File: src/rtl/vga_timing_receiver_if.sv
// Sync inputs and measured-timing / pixel-coordinate outputs of the VGA timing receiver.
// The sync source drives through master; the receiver attaches as slave.
interface vga_timing_receiver_if #(
    parameter int CNT_W = 11
);
    logic             hsync;
    logic             vsync;
    logic [CNT_W-1:0] h_total;
    logic [CNT_W-1:0] h_sync_w;
    logic [CNT_W-1:0] v_total;
    logic [CNT_W-1:0] v_sync_w;
    logic             locked;
    logic [CNT_W-1:0] pix_x;
    logic [CNT_W-1:0] pix_y;
    logic             valid;
    logic             frame_start;
    logic             err;

    modport master (
        output hsync, vsync,
        input  h_total, h_sync_w, v_total, v_sync_w,
        input  locked, pix_x, pix_y, valid, frame_start, err
    );

    modport slave (
        input  hsync, vsync,
        output h_total, h_sync_w, v_total, v_sync_w,
        output locked, pix_x, pix_y, valid, frame_start, err
    );
endinterface

File: src/rtl/vga_timing_receiver.sv
// Measures incoming VGA sync timing, locks after repeated identical frames and then
// regenerates pixel coordinates, a data-valid strobe and frame-start pulses.
module vga_timing_receiver #(
    parameter int CNT_W       = 11,
    parameter bit SYNC_POL    = 1'b0,
    parameter int H_START     = 184,
    parameter int V_START     = 29,
    parameter int H_ACTIVE    = 800,
    parameter int V_ACTIVE    = 600,
    parameter int LOCK_FRAMES = 2
) (
    input  logic clk,
    input  logic rst,
    vga_timing_receiver_if.slave vga
);
    localparam int MW = $clog2(LOCK_FRAMES + 1);
    localparam logic [CNT_W-1:0] CNT_MAX = '1;
    localparam logic [CNT_W-1:0] CNT_ONE = CNT_W'(1);
    localparam logic [CNT_W-1:0] H_LO    = CNT_W'(H_START);
    localparam logic [CNT_W-1:0] H_HI    = CNT_W'(H_START + H_ACTIVE);
    localparam logic [CNT_W-1:0] V_LO    = CNT_W'(V_START);
    localparam logic [CNT_W-1:0] V_HI    = CNT_W'(V_START + V_ACTIVE);
    localparam logic DEASSERT = ~SYNC_POL;

    typedef enum logic [1:0] {SEARCH, MEASURE, VERIFY, LOCKED} state_t;

    state_t           state_q, state_d;
    logic [MW-1:0]    match_q, match_d;
    logic             latch, err_d;

    logic             hs_q, hs_qq, vs_q, vs_qq;
    logic [CNT_W-1:0] h_pos_q, v_line_q, frame_lines_q;
    logic             vpend_q;
    logic [CNT_W-1:0] hs_run_q, cur_hsw_q, vs_run_q, cur_vsw_q, cur_ht_q;
    logic             have_prev_q, have_ht_q, ht_bad_q;

    logic [CNT_W-1:0] h_total_q, h_sync_w_q, v_total_q, v_sync_w_q;
    logic [CNT_W-1:0] pix_x_q, pix_y_q;
    logic             valid_q, fs_q, err_q;

    logic             hs_a, hs_pa, vs_a, vs_pa, hedge, vedge, hs_fall, vs_fall;
    logic [CNT_W-1:0] h_len, fr_ht, fr_lines;
    logic             mismatch_h, fr_bad, frame_eq, timeout, valid_d;

    assign hs_a    = (hs_q == SYNC_POL);
    assign hs_pa   = (hs_qq == SYNC_POL);
    assign vs_a    = (vs_q == SYNC_POL);
    assign vs_pa   = (vs_qq == SYNC_POL);
    assign hedge   = hs_a & ~hs_pa;
    assign vedge   = vs_a & ~vs_pa;
    assign hs_fall = ~hs_a & hs_pa;
    assign vs_fall = ~vs_a & vs_pa;

    // The hedge coincident with a vedge still closes a line of the ending frame.
    assign h_len      = h_pos_q + CNT_ONE;
    assign mismatch_h = hedge & have_ht_q & (h_len != cur_ht_q);
    assign fr_ht      = (hedge & have_prev_q) ? h_len : cur_ht_q;
    assign fr_lines   = frame_lines_q + CNT_W'(hedge);
    assign fr_bad     = ht_bad_q | mismatch_h;
    assign frame_eq   = !fr_bad && (fr_ht == h_total_q) && (fr_lines == v_total_q) &&
                        (cur_hsw_q == h_sync_w_q) && (cur_vsw_q == v_sync_w_q);
    assign timeout    = ~hedge & (h_pos_q == CNT_MAX - CNT_ONE);

    always_comb begin
        state_d = state_q;
        match_d = match_q;
        latch   = 1'b0;
        err_d   = 1'b0;
        if (timeout) begin
            state_d = SEARCH;
            match_d = '0;
            err_d   = 1'b1;
        end else begin
            case (state_q)
                SEARCH: if (vedge) state_d = MEASURE;
                MEASURE: if (vedge) begin
                    latch   = 1'b1;
                    match_d = '0;
                    state_d = VERIFY;
                end
                VERIFY: if (vedge) begin
                    if (frame_eq) begin
                        match_d = match_q + MW'(1);
                        if (match_q + MW'(1) >= MW'(LOCK_FRAMES)) state_d = LOCKED;
                    end else begin
                        latch   = 1'b1;
                        match_d = '0;
                        err_d   = 1'b1;
                    end
                end
                LOCKED: if ((hedge && (h_len != h_total_q)) ||
                            (vedge && (fr_lines != v_total_q))) begin
                    err_d   = 1'b1;
                    state_d = MEASURE;
                end
                default: state_d = SEARCH;
            endcase
        end
    end

    assign valid_d = (state_d == LOCKED) && (h_pos_q >= H_LO) && (h_pos_q < H_HI) &&
                     (v_line_q >= V_LO) && (v_line_q < V_HI);

    always_ff @(posedge clk or posedge rst) begin
        if (rst) begin
            hs_q <= DEASSERT;  hs_qq <= DEASSERT;
            vs_q <= DEASSERT;  vs_qq <= DEASSERT;
            h_pos_q <= '0;     v_line_q <= '0;   frame_lines_q <= '0;  vpend_q <= 1'b0;
            hs_run_q <= '0;    cur_hsw_q <= '0;  vs_run_q <= '0;       cur_vsw_q <= '0;
            cur_ht_q <= '0;    have_prev_q <= 1'b0; have_ht_q <= 1'b0; ht_bad_q <= 1'b0;
        end else begin
            hs_q  <= vga.hsync;
            hs_qq <= hs_q;
            vs_q  <= vga.vsync;
            vs_qq <= vs_q;

            if (hedge)                   h_pos_q <= '0;
            else if (h_pos_q != CNT_MAX) h_pos_q <= h_len;

            if (hedge) begin
                v_line_q <= (vpend_q | vedge) ? '0 :
                            (v_line_q == CNT_MAX) ? v_line_q : v_line_q + CNT_ONE;
                vpend_q  <= 1'b0;
            end else if (vedge) begin
                vpend_q  <= 1'b1;
            end

            if (vedge)      frame_lines_q <= '0;
            else if (hedge) frame_lines_q <= fr_lines;

            if (hedge)                          hs_run_q <= CNT_ONE;
            else if (hs_a && hs_run_q != CNT_MAX) hs_run_q <= hs_run_q + CNT_ONE;
            if (hs_fall) cur_hsw_q <= hs_run_q;

            if (vedge)              vs_run_q <= CNT_W'(hedge);
            else if (vs_a && hedge) vs_run_q <= vs_run_q + CNT_ONE;
            if (vs_fall) cur_vsw_q <= vs_run_q;

            // A line length is only trusted once two hedges bracket it.
            if (timeout) begin
                have_prev_q <= 1'b0;
                have_ht_q   <= 1'b0;
            end else if (hedge) begin
                have_prev_q <= 1'b1;
                if (have_prev_q) begin
                    cur_ht_q  <= h_len;
                    have_ht_q <= 1'b1;
                end
            end

            ht_bad_q <= vedge ? 1'b0 : fr_bad;
        end
    end

    always_ff @(posedge clk or posedge rst) begin
        if (rst) begin
            state_q <= SEARCH;  match_q <= '0;     err_q <= 1'b0;     fs_q <= 1'b0;
            h_total_q <= '0;    h_sync_w_q <= '0;  v_total_q <= '0;   v_sync_w_q <= '0;
            valid_q <= 1'b0;    pix_x_q <= '0;     pix_y_q <= '0;
        end else begin
            state_q <= state_d;
            match_q <= match_d;
            err_q   <= err_d;
            fs_q    <= vedge && (state_d == LOCKED);
            if (latch) begin
                h_total_q  <= fr_ht;
                v_total_q  <= fr_lines;
                h_sync_w_q <= cur_hsw_q;
                v_sync_w_q <= cur_vsw_q;
            end
            valid_q <= valid_d;
            pix_x_q <= valid_d ? h_pos_q - H_LO : '0;
            pix_y_q <= valid_d ? v_line_q - V_LO : '0;
        end
    end

    assign vga.h_total     = h_total_q;
    assign vga.h_sync_w    = h_sync_w_q;
    assign vga.v_total     = v_total_q;
    assign vga.v_sync_w    = v_sync_w_q;
    assign vga.locked      = (state_q == LOCKED);
    assign vga.pix_x       = pix_x_q;
    assign vga.pix_y       = pix_y_q;
    assign vga.valid       = valid_q;
    assign vga.frame_start = fs_q;
    assign vga.err         = err_q;
endmodule
File: src/flat_wrapper.sv
// flat-port wrapper written by rule: the top's interface ports become plain ports
module vga_timing_receiver_flat 
#(
    parameter int CNT_W       = 11,
    parameter bit SYNC_POL    = 1'b0,
    parameter int H_START     = 184,
    parameter int V_START     = 29,
    parameter int H_ACTIVE    = 800,
    parameter int V_ACTIVE    = 600,
    parameter int LOCK_FRAMES = 2
)
  (clk, rst, vga_hsync, vga_vsync, vga_h_total, vga_h_sync_w, vga_v_total, vga_v_sync_w, vga_locked, vga_pix_x, vga_pix_y, vga_valid, vga_frame_start, vga_err);
  vga_timing_receiver_if #(.CNT_W(CNT_W)) vga_i ();
  input  logic clk;
  input  logic rst;
  input wire logic [$bits(vga_i.hsync)-1:0] vga_hsync;
  input wire logic [$bits(vga_i.vsync)-1:0] vga_vsync;
  output wire logic [$bits(vga_i.h_total)-1:0] vga_h_total;
  output wire logic [$bits(vga_i.h_sync_w)-1:0] vga_h_sync_w;
  output wire logic [$bits(vga_i.v_total)-1:0] vga_v_total;
  output wire logic [$bits(vga_i.v_sync_w)-1:0] vga_v_sync_w;
  output wire logic [$bits(vga_i.locked)-1:0] vga_locked;
  output wire logic [$bits(vga_i.pix_x)-1:0] vga_pix_x;
  output wire logic [$bits(vga_i.pix_y)-1:0] vga_pix_y;
  output wire logic [$bits(vga_i.valid)-1:0] vga_valid;
  output wire logic [$bits(vga_i.frame_start)-1:0] vga_frame_start;
  output wire logic [$bits(vga_i.err)-1:0] vga_err;
  assign vga_i.hsync = vga_hsync;
  assign vga_i.vsync = vga_vsync;
  assign vga_h_total = vga_i.h_total;
  assign vga_h_sync_w = vga_i.h_sync_w;
  assign vga_v_total = vga_i.v_total;
  assign vga_v_sync_w = vga_i.v_sync_w;
  assign vga_locked = vga_i.locked;
  assign vga_pix_x = vga_i.pix_x;
  assign vga_pix_y = vga_i.pix_y;
  assign vga_valid = vga_i.valid;
  assign vga_frame_start = vga_i.frame_start;
  assign vga_err = vga_i.err;
  vga_timing_receiver #(.CNT_W(CNT_W), .SYNC_POL(SYNC_POL), .H_START(H_START), .V_START(V_START), .H_ACTIVE(H_ACTIVE), .V_ACTIVE(V_ACTIVE), .LOCK_FRAMES(LOCK_FRAMES)) u_core (.clk(clk), .rst(rst), .vga(vga_i));
endmodule
File: config.mk
export PLATFORM = sky130hd
export DESIGN_NAME = vga_timing_receiver_flat
export DESIGN_NICKNAME = d
export VERILOG_FILES = /design/src/rtl/vga_timing_receiver_if.sv /design/src/rtl/vga_timing_receiver.sv /design/src/flat_wrapper.sv
export SDC_FILE = /design/constraint.sdc
export NUM_CORES = 1
export LEC_CHECK = 0
export CORE_ASPECT_RATIO = 0.9
export CORE_MARGIN = 2
export CORE_UTILIZATION = 44
export DETAILED_ROUTE_END_ITERATION = 8
export PLACE_DENSITY = 0.61
export SLEW_MARGIN = 20
export SYNTH_ARGS = -nofsm -noshare
export SYNTH_HDL_FRONTEND = slang
export SYNTH_SLANG_ARGS = --single-unit
File: constraint.sdc
create_clock -name clk -period 7.9 [get_ports clk]
set_input_delay 2.37 -clock clk [delete_from_list [all_inputs] [get_ports clk]]
set_output_delay 2.37 -clock clk [all_outputs]
set_load 0.02 [all_outputs]
## After elaboration in Yosys (flattened, before gate mapping)

Index checks and enable logic that the tools add are counted.

- Multiply operators: 0
- Shift operators: 0
- Divide/modulo/power cells: 0
- Magnitude comparators: 5
- Add/subtract/negate cells: 8
- Bitwise logic cells: 16
- Multiplexer cells: 42
- Reduce and logical (&&, ||, !) cells: 27
- Equality and inequality tests: 18

Operator list:

| cell | count |
|---|---|
| two-way mux 11 bit | 13 |
| adder 11 x 1 -> 11 bit, second input constant | 4 |
| == test 11 bit | 4 |
| inequality test 11 bit | 3 |
| == test 11 bit, second input constant | 2 |
| less-than comparator 11 x 10 -> 1 bit, second input constant | 2 |
| two-way mux 2 bit | 11 |
| inequality test 11 bit, second input constant | 2 |
| two-way mux 1 bit | 14 |
| logical AND 1 bit | 13 |
| nonzero test 2 bit | 6 |
| adder 11 x 1 -> 11 bit | 1 |
| >= comparator 11 x 5 -> 1 bit, second input constant | 1 |
| >= comparator 11 x 8 -> 1 bit, second input constant | 1 |
| subtractor 11 x 5 -> 11 bit, second input constant | 1 |
| subtractor 11 x 8 -> 11 bit, second input constant | 1 |
| AND 1 bit | 8 |
| case mux 2 bit (4 select lines) | 1 |
| == test 2 bit, second input constant | 3 |
| inequality test 3 x 1 -> 1 bit, second input constant | 2 |
| NOT 1 bit | 6 |
| AND reduction 3 bit | 2 |
| case mux 1 bit (2 select lines) | 2 |
| case mux 2 bit (2 select lines) | 1 |
| 10 further kinds | 12 |

- ROM bits: 0
- RAM bits: 0
- Output and inout port bits: 70
- Memories kept: 0
- Latch bits: 0
- Register bits: 169

## Logic depth before layout (Yosys ltp)

Gate-level depths: netlist (run 1).

- Depth after elaboration: 20
- Mapped depth: 16

## Worst setup path after synthesis (run 1)

No wires, ideal clock.

- Path kind: reg-to-reg
- Start: reg u_core.hs_qq
- End: reg u_core.h_sync_w_q[7], in the netlist u_core.vga.h_sync_w[7]
- Library setup time: 0.128 ns
- Clock period less this slack: 4.325 ns
- Slack: 3.575 ns
- Arrival time: 4.197 ns
- Stages on the path, launching flop included: 16
- Data required time: 7.772 ns
- Cell sequence: dfstp_2 nand2b_1 inv_1 clkbuf_1 buf_1 ha_1 ha_1 nand3_1 buf_2 or4_1 a221oi_2 nand4_1 or3_1 o221ai_4 buf_6 mux2_1

- Longest elaborated chain between the ends: 13

RTL lines:

| element | RTL line | source |
|---|---|---|
| from (decl) | vga_timing_receiver.sv:31 | `logic hs_q, hs_qq, vs_q, vs_qq;` |
| from (signal assigned) | vga_timing_receiver.sv:113 | `hs_qq <= hs_q;` |
| AND 1 bit (*) | vga_timing_receiver.sv:49 | `assign hedge = hs_a & ~hs_pa;` |
| branches (longest 11 deep; another with adder 11 x 1 -> 11 bit) | -- |  |
| two-way mux 1 bit (*) | vga_timing_receiver.sv:69 | `if (timeout) begin` |
| to (signal assigned) | vga_timing_receiver.sv:168 | `h_sync_w_q <= cur_hsw_q;` |
| to (decl) | vga_timing_receiver.sv:37 | `logic [CNT_W-1:0] h_total_q, h_sync_w_q, v_total_q, v_sync_w_q;` |

Mark *: on every way between the ends.
A chain may end at the register's enable or synchronous reset.

## Worst setup path in the final report (run 1)

- Start: reg u_core.hs_qq
- End: reg u_core.h_total_q[4], in the netlist u_core.vga.h_total[4]

- Longest elaborated chain between the ends: 13

RTL lines:

| element | RTL line | source |
|---|---|---|
| AND 1 bit (*) | vga_timing_receiver.sv:49 |  |
| branches (longest 12 deep; another with adder 11 x 1 -> 11 bit) | -- |  |
| to (signal assigned) | vga_timing_receiver.sv:166 | `h_total_q <= fr_ht;` |
| to (decl) | vga_timing_receiver.sv:37 |  |

Marked as above.

==> results of run 1 <==
## state kept, by name, indices dropped and copies added, names as in the netlist, 2 cells and up
| name | count |
|---|---|
| u_core.hs_run_q | 11 |
| u_core.cur_vsw_q | 11 |
| u_core.vga.h_sync_w | 11 |
| u_core.match_q | 2 |
| u_core.state_q | 2 |
| u_core.vga.v_sync_w | 11 |
| u_core.vga.v_total | 11 |
| u_core.h_pos_q | 11 |
| u_core.vga.h_total | 11 |
| u_core.cur_ht_q | 11 |
| u_core.v_line_q | 11 |
| u_core.vga.pix_x | 11 |
| u_core.vga.pix_y | 11 |
| u_core.vs_run_q | 11 |
| u_core.cur_hsw_q | 11 |
| u_core.frame_lines_q | 11 |
## critical path, stage by stage, from the launching register on
cell and delay [ns]:
dfstp_2 0.56, nand2b_1 0.06, buf_4 0.19, inv_1 0.09, ha_1 0.23, ha_1 0.26, nand3_1 0.32, or3b_2 0.55
a22o_1 0.21, a221oi_2 0.28, nand4_1 0.18, or3_1 0.43, o221ai_4 0.49, buf_4 0.51, mux2_1 0.37
## worst paths after layout
path	startpoint	to	slack, ns
setup / recovery	u_core.hs_qq	u_core.vga.h_total[4]	3.01
hold / removal	u_core.vs_q	u_core.vs_qq	0.40
setup reg to reg	u_core.hs_qq	u_core.vga.h_total[4]	3.01
hold reg to reg	u_core.vs_q	u_core.vs_qq	0.40
max in group asynchronous	rst	u_core.match_q[1]	4.18
min in group asynchronous	rst	u_core.v_line_q[3]	2.50
## power by group through the flow
stage	sequential [uW]	combinational [uW]	clock, uW
floorplan	1100	468	0
global placement	1110	687	0
detailed placement	1110	687	0
CTS	1090	692	792
global route	1110	772	835
finish	1090	692	776
## through the flow
stage	utilization, %	total power, uW	worst slack [ns]	hold slack, ns	cell area (um^2)
after detailed placement	49.0	1800	2.99	0.392	9720
after global placement	49.0	1800	3.16	0.384	9720
final	51.7	2560	3.01	0.403	10300
after CTS	51.7	2580	2.97	0.401	10300
after global routing	51.7	2720	2.58	0.411	10300
after floorplan	-	1570	0.962	0.376	8870
## layout make-up
type | instances | area share, %
repair buffers | 78 | 7.48
multi-input cells | 602 | 41.9
inverters | 28 | 1.10
clock inverters | 13 | 0.926
well taps | 255 | 3.11
flip-flops and latches | 169 | 41.2
clock buffers | 19 | 4.31
## synthesized netlist by cell type (3+ instances only)
master | number | area, um^2
a2111o_1 | 3 | 33.8
a2111oi_0 | 5 | 43.8
a211oi_1 | 5 | 37.5
a21oi_1 | 28 | 140
a31oi_1 | 6 | 37.5
and2_1 | 3 | 18.8
and3_1 | 9 | 56.3
and4_1 | 3 | 26.3
buf_1 | 4 | 15.0
buf_2 | 9 | 45.0
buf_4 | 7 | 52.6
buf_6 | 4 | 45.0
clkbuf_1 | 23 | 86.3
dfrtp_1 | 165 | 4130
dfstp_2 | 4 | 105
ha_1 | 15 | 188
inv_1 | 28 | 105
mux2_1 | 35 | 394
mux2_2 | 27 | 304
mux2i_1 | 7 | 70.1
nand2_1 | 59 | 221
nand2b_1 | 7 | 43.8
nand3_1 | 21 | 105
nand4_1 | 19 | 119
nor2_1 | 80 | 300
nor2b_1 | 9 | 56.3
nor3_1 | 37 | 185
nor3b_1 | 5 | 37.5
nor4_1 | 8 | 50.1
o2111ai_1 | 7 | 61.3
o211ai_1 | 3 | 22.5
o21ai_0 | 26 | 130
or3_1 | 8 | 50.1
or4_1 | 3 | 22.5
xnor2_1 | 76 | 666
xnor3_1 | 4 | 90.1
xor2_1 | 43 | 377
## per-layer routing
layer / share of wire (%) / global-route usage, % / wire length [um] / up-vias
met5: 0 / 0 / 0 / -
met4: 1.2 / 5.46 / 245 / 0
met3: 4.5 / 4.28 / 889 / 20
met2: 44 / 28.0 / 8600 / 123
met1: 50 / 28.7 / 9880 / 3117
li1: - / - / - / 3053
## logic make-up (layout without fill, tap and decap cells)
family,Yosys count,after routing,synth area share [%]
and+or+nand+nor,283,283,15.8
DFF,169,169,47.7
xor gates and xnor gates,124,124,12.9
AOI/OAI and AO/OA,111,111,8.83
buffers and inverters,75,138,3.94
muxes,69,69,8.66
adders and majority gates,15,15,2.12
==> flow_summary.json, run 1 <==
{
  "status": "completed",
  "core_mm2": 0.0199,
  "synthCells": 846,
  "p_comb_share_pct": 27.0,
  "synth-edff-count": 0,
  "clk_path_buf_depth": 2,
  "setup_tns_ns": 0,
  "cts_buffers": 17,
  "synth-seq-cells": 169,
  "fp.dieH_um": 139,
  "antenna_found_initial": 0,
  "root_buffer": "clkbuf_16",
  "fp-row-count": 49,
  "irDropWorstVdd_mv": 0.153,
  "synth_cell_types": 69,
  "post-dp-hpwl_mm": 13.5,
  "crit_required_ns": 8.21,
  "min_period_ns": 4.89,
  "seqCellArea_mm2": 0.00423,
  "swShare_pct": 34.8,
  "cts_resized": 0,
  "drv_slew": 0,
  "dr.first_iter.drc_count": 427,
  "hold_path.class": "flop to flop",
  "syn_avg_cell_area_um2": 10.5,
  "wire_per_inst_um": 16.8,
  "period_share_pct": 61.9,
  "cts_hold_buf": 0,
  "htreeDepth": 4,
  "insertion_delay_ns": 0.44,
  "path_class": "flop to flop",
  "postRouteAntennaNets": 0,
  "track_usage_pct": 19.2,
  "io_buffer_count": 73,
  "die_x_um": 154,
  "seq_area_frac_synth_pct": 47.7,
  "reg2reg_depth": 14,
  "post_cts_buffers": 0,
  "layout_commonest_cell": "dfrtp_1",
  "clk_pin_slew_ns": 0.06,
  "end_kind": "flop",
  "cts_tree": "yes",
  "syn_to_final_growth_pct": 15.8,
  "rsz0062_at_grt": "no",
  "place_inst": 1132,
  "setup_viol": 0,
  "leakagePower_uw": 0.00449,
  "drc_errors": 0,
  "internal_power_uw": 1670,
  "die_area_mm2": 0.0213,
  "syn_area_mm2": 0.00887,
  "tightest_slew_ns": 1.01,
  "grt_start_max_net_pins": 116,
  "grt_pass1_wl_mm": 32.9,
  "gp_congestion": 0.888,
  "path_max_fanout": 32,
  "ys_warn_count": 0,
  "layout.cells.non_filler": 1164,
  "finalHoldViolations": 0,
  "antenna_cells": 0,
  "num_vias": 6313,
  "start_kind": "flop",
  "power_density_mw_per_mm2": 249,
  "overflow": 0,
  "io_pins": 74,
  "seqPwrFrac_pct": 42.7,
  "power.switching_uw": 891,
  "async_flop_share_pct": 100,
  "max_freq_mhz": 205,
  "fillers": 1783,
  "nNetsFinal": 915,
  "skew_ns": 0.0139,
  "drt-total-wl_mm": 19.6,
  "layout-drive-gt1-share_pct": 9.13,
  "max_cap_viol_count": 0,
  "hold_depth": 0,
  "slew_headroom_pct": 32.1,
  "clock-sinks": 169,
  "dr.pass1.iters": 4,
  "synth_flop_cell": "dfrtp_1",
  "multi_input_comb_area_mm2": 0.00430,
  "synthesis.nets": 865,
  "mostFrequentLayoutCells": "dfrtp_1 (165), nor2_1 (80), xnor2_1 (76), clkdlybuf4s50_1 (73), nand2_1 (59)",
  "vias_per_cell": 5.42,
  "cp.arrival_ns": 5.19,
  "pwr-share-clk_pct": 30.3,
  "grt_pass1_vias": 6145,
  "start_util_pct": 44.7
}
Note: power is estimated with default switching activity, not from simulation.
==> run 2: changes to the inputs <==
Clock period 7.9 ns to 4.6 ns, I/O delays scaled along.
==> flow_summary.json, run 2 (same netlist as run 1, synthesis figures left out) <==
{
  "postRouteAntennaNets": 0,
  "core_mm2": 0.0199,
  "crit_required_ns": 4.91,
  "track_usage_pct": 19.4,
  "dr.pass1.iters": 7,
  "tightest_slew_ns": 1.06,
  "wire_per_inst_um": 16.8,
  "clk_pin_slew_ns": 0.06,
  "io_pins": 74,
  "root_buffer": "clkbuf_16",
  "setup_viol": 0,
  "fp.dieH_um": 139,
  "finalHoldViolations": 0,
  "layout_commonest_cell": "dfrtp_1",
  "period_share_pct": 89.7,
  "antenna_found_initial": 0,
  "max_cap_viol_count": 0,
  "fp-row-count": 49,
  "grt_pass1_wl_mm": 33.4,
  "drt-total-wl_mm": 19.7,
  "post_cts_buffers": 0,
  "clk_path_buf_depth": 2,
  "antenna_cells": 0,
  "seqPwrFrac_pct": 41.3,
  "mostFrequentLayoutCells": "dfrtp_1 (165), nor2_1 (80), xnor2_1 (76), clkdlybuf4s50_1 (73), nand2_1 (59)",
  "power.switching_uw": 1510,
  "fillers": 1822,
  "dr.first_iter.drc_count": 421,
  "swShare_pct": 33.5,
  "leakagePower_uw": 0.00455,
  "rsz0062_at_grt": "no",
  "end_kind": "flop",
  "slowest_delay_ns": 0.56,
  "irDropWorstVdd_mv": 0.253,
  "p_comb_share_pct": 27.0,
  "cts_buffers": 17,
  "max_freq_mhz": 242,
  "insertion_delay_ns": 0.43,
  "pwr-share-clk_pct": 31.7,
  "overflow": 0,
  "nNetsFinal": 922,
  "post-dp-hpwl_mm": 13.8,
  "cts_tree": "yes",
  "die_x_um": 154,
  "cts_resized": 0,
  "gp_congestion": 0.844,
  "clock-sinks": 169,
  "min_period_ns": 4.13,
  "cts_hold_buf": 0,
  "grt_pass1_vias": 6411,
  "drv_slew": 0,
  "path_max_fanout": 12,
  "num_vias": 6349,
  "skew_ns": 0.00932,
  "internal_power_uw": 3000,
  "cp.arrival_ns": 4.43,
  "die_area_mm2": 0.0213,
  "multi_input_comb_area_mm2": 0.00430,
  "crit_family": "simple AND/OR/NAND/NOR gates",
  "layout-drive-gt1-share_pct": 9.83,
  "path_buf_inv": 2,
  "worst_slack_ns": 0.474,
  "hold_path.class": "flop to flop",
  "place_ws_ns": 0.477,
  "start_util_pct": 44.7,
  "seqCellArea_mm2": 0.00423,
  "status": "completed",
  "syn_to_final_growth_pct": 17.3,
  "path_class": "flop to flop",
  "slew_headroom_pct": 29.6,
  "start_kind": "flop",
  "power_density_mw_per_mm2": 433,
  "cpMostUsedCell": "ha_1",
  "io_buffer_count": 73,
  "vias_per_cell": 5.42,
  "drc_errors": 0,
  "timing.critical_path.cells": "nand2b_1 -> inv_1 -> ha_1 -> ha_1 -> nand3_1 -> or3b_2 -> a22o_1 -> a221oi_2 -> nand4_1 -> or3_1 -> o221ai_4 -> buf_4 -> mux2_1",
  "grt_start_max_net_pins": 56,
  "htreeDepth": 4,
  "setup_tns_ns": 0,
  "slowest_stage": "dfstp_2"
}
-- run 2: cell types whose count changed in the layout (fill, tap and decap cells not counted), sizes merged --
cell      delta
bufinv       +1
buf          +7
clkinvlp     +1
inv          -1
clkbuf       +6
clkinv       -7
-- run 2: metal layers --
layer  vias to the layer above  global-route usage, %  wire length, um
li1                       3069                      -                -
met1                      3095                   28.4             9790
met2                       162                   29.0             8730
met3                        23                   4.78              943
met4                         0                   5.07              261
met5                         -                      0                0
-- run 2: per-stage QoR --
step	util, %	instances	power (uW)	hold slack (ns)	instance area [um^2]
global placement	49.4	1139	3100	0.385	9810
global route	52.4	1171	4760	0.414	10400
detailed placement	49.4	1139	3100	0.389	9810
finish	52.4	1171	4510	0.398	10400
floorplan	-	846	2700	0.376	8870
CTS	52.3	1171	4540	0.398	10400
-- run 2: area by class of cell --
class	instances	area share (%)
multi-input combinational	602	41.3
clock inverter	7	0.769
clock buffer	25	4.86
timing repair buffer	85	8.25
sequential	169	40.7
tap	255	3.07
inverter	28	1.05
-- run 2: worst reg2reg max path, delay by kind of cell, from the launching register on --
family	cells	cell delay, ns
adders and majority gates	2	0.48
DFF	1	0.56
AOI/OAI and AO/OA	3	0.66
muxes	1	0.35
and+or+nand+nor	5	1.59
buffers and inverters	2	0.37
-- run 2: final timing paths --
kind	startpoint	end	slack [ns]	cells past startpoint
worst max-delay path	u_core.hs_qq	u_core.vga.v_total[0]	0.47	13
worst min-delay path	u_core.hs_q	u_core.hs_qq	0.40	0
worst max register to register	u_core.hs_qq	u_core.vga.v_total[0]	0.47	13
worst min register to register	u_core.hs_q	u_core.hs_qq	0.40	0
max in group asynchronous	rst	u_core.vs_q	2.26	3
min in group asynchronous	rst	u_core.v_line_q[4]	1.44	2
-- run 2: power groups by stage --
stage,logic [uW],registers [uW],clock network (uW)
floorplan,803,1890,0
global placement,1210,1890,0
detailed placement,1210,1890,0
CTS,1220,1870,1460
global route,1340,1890,1530
finish,1220,1860,1430
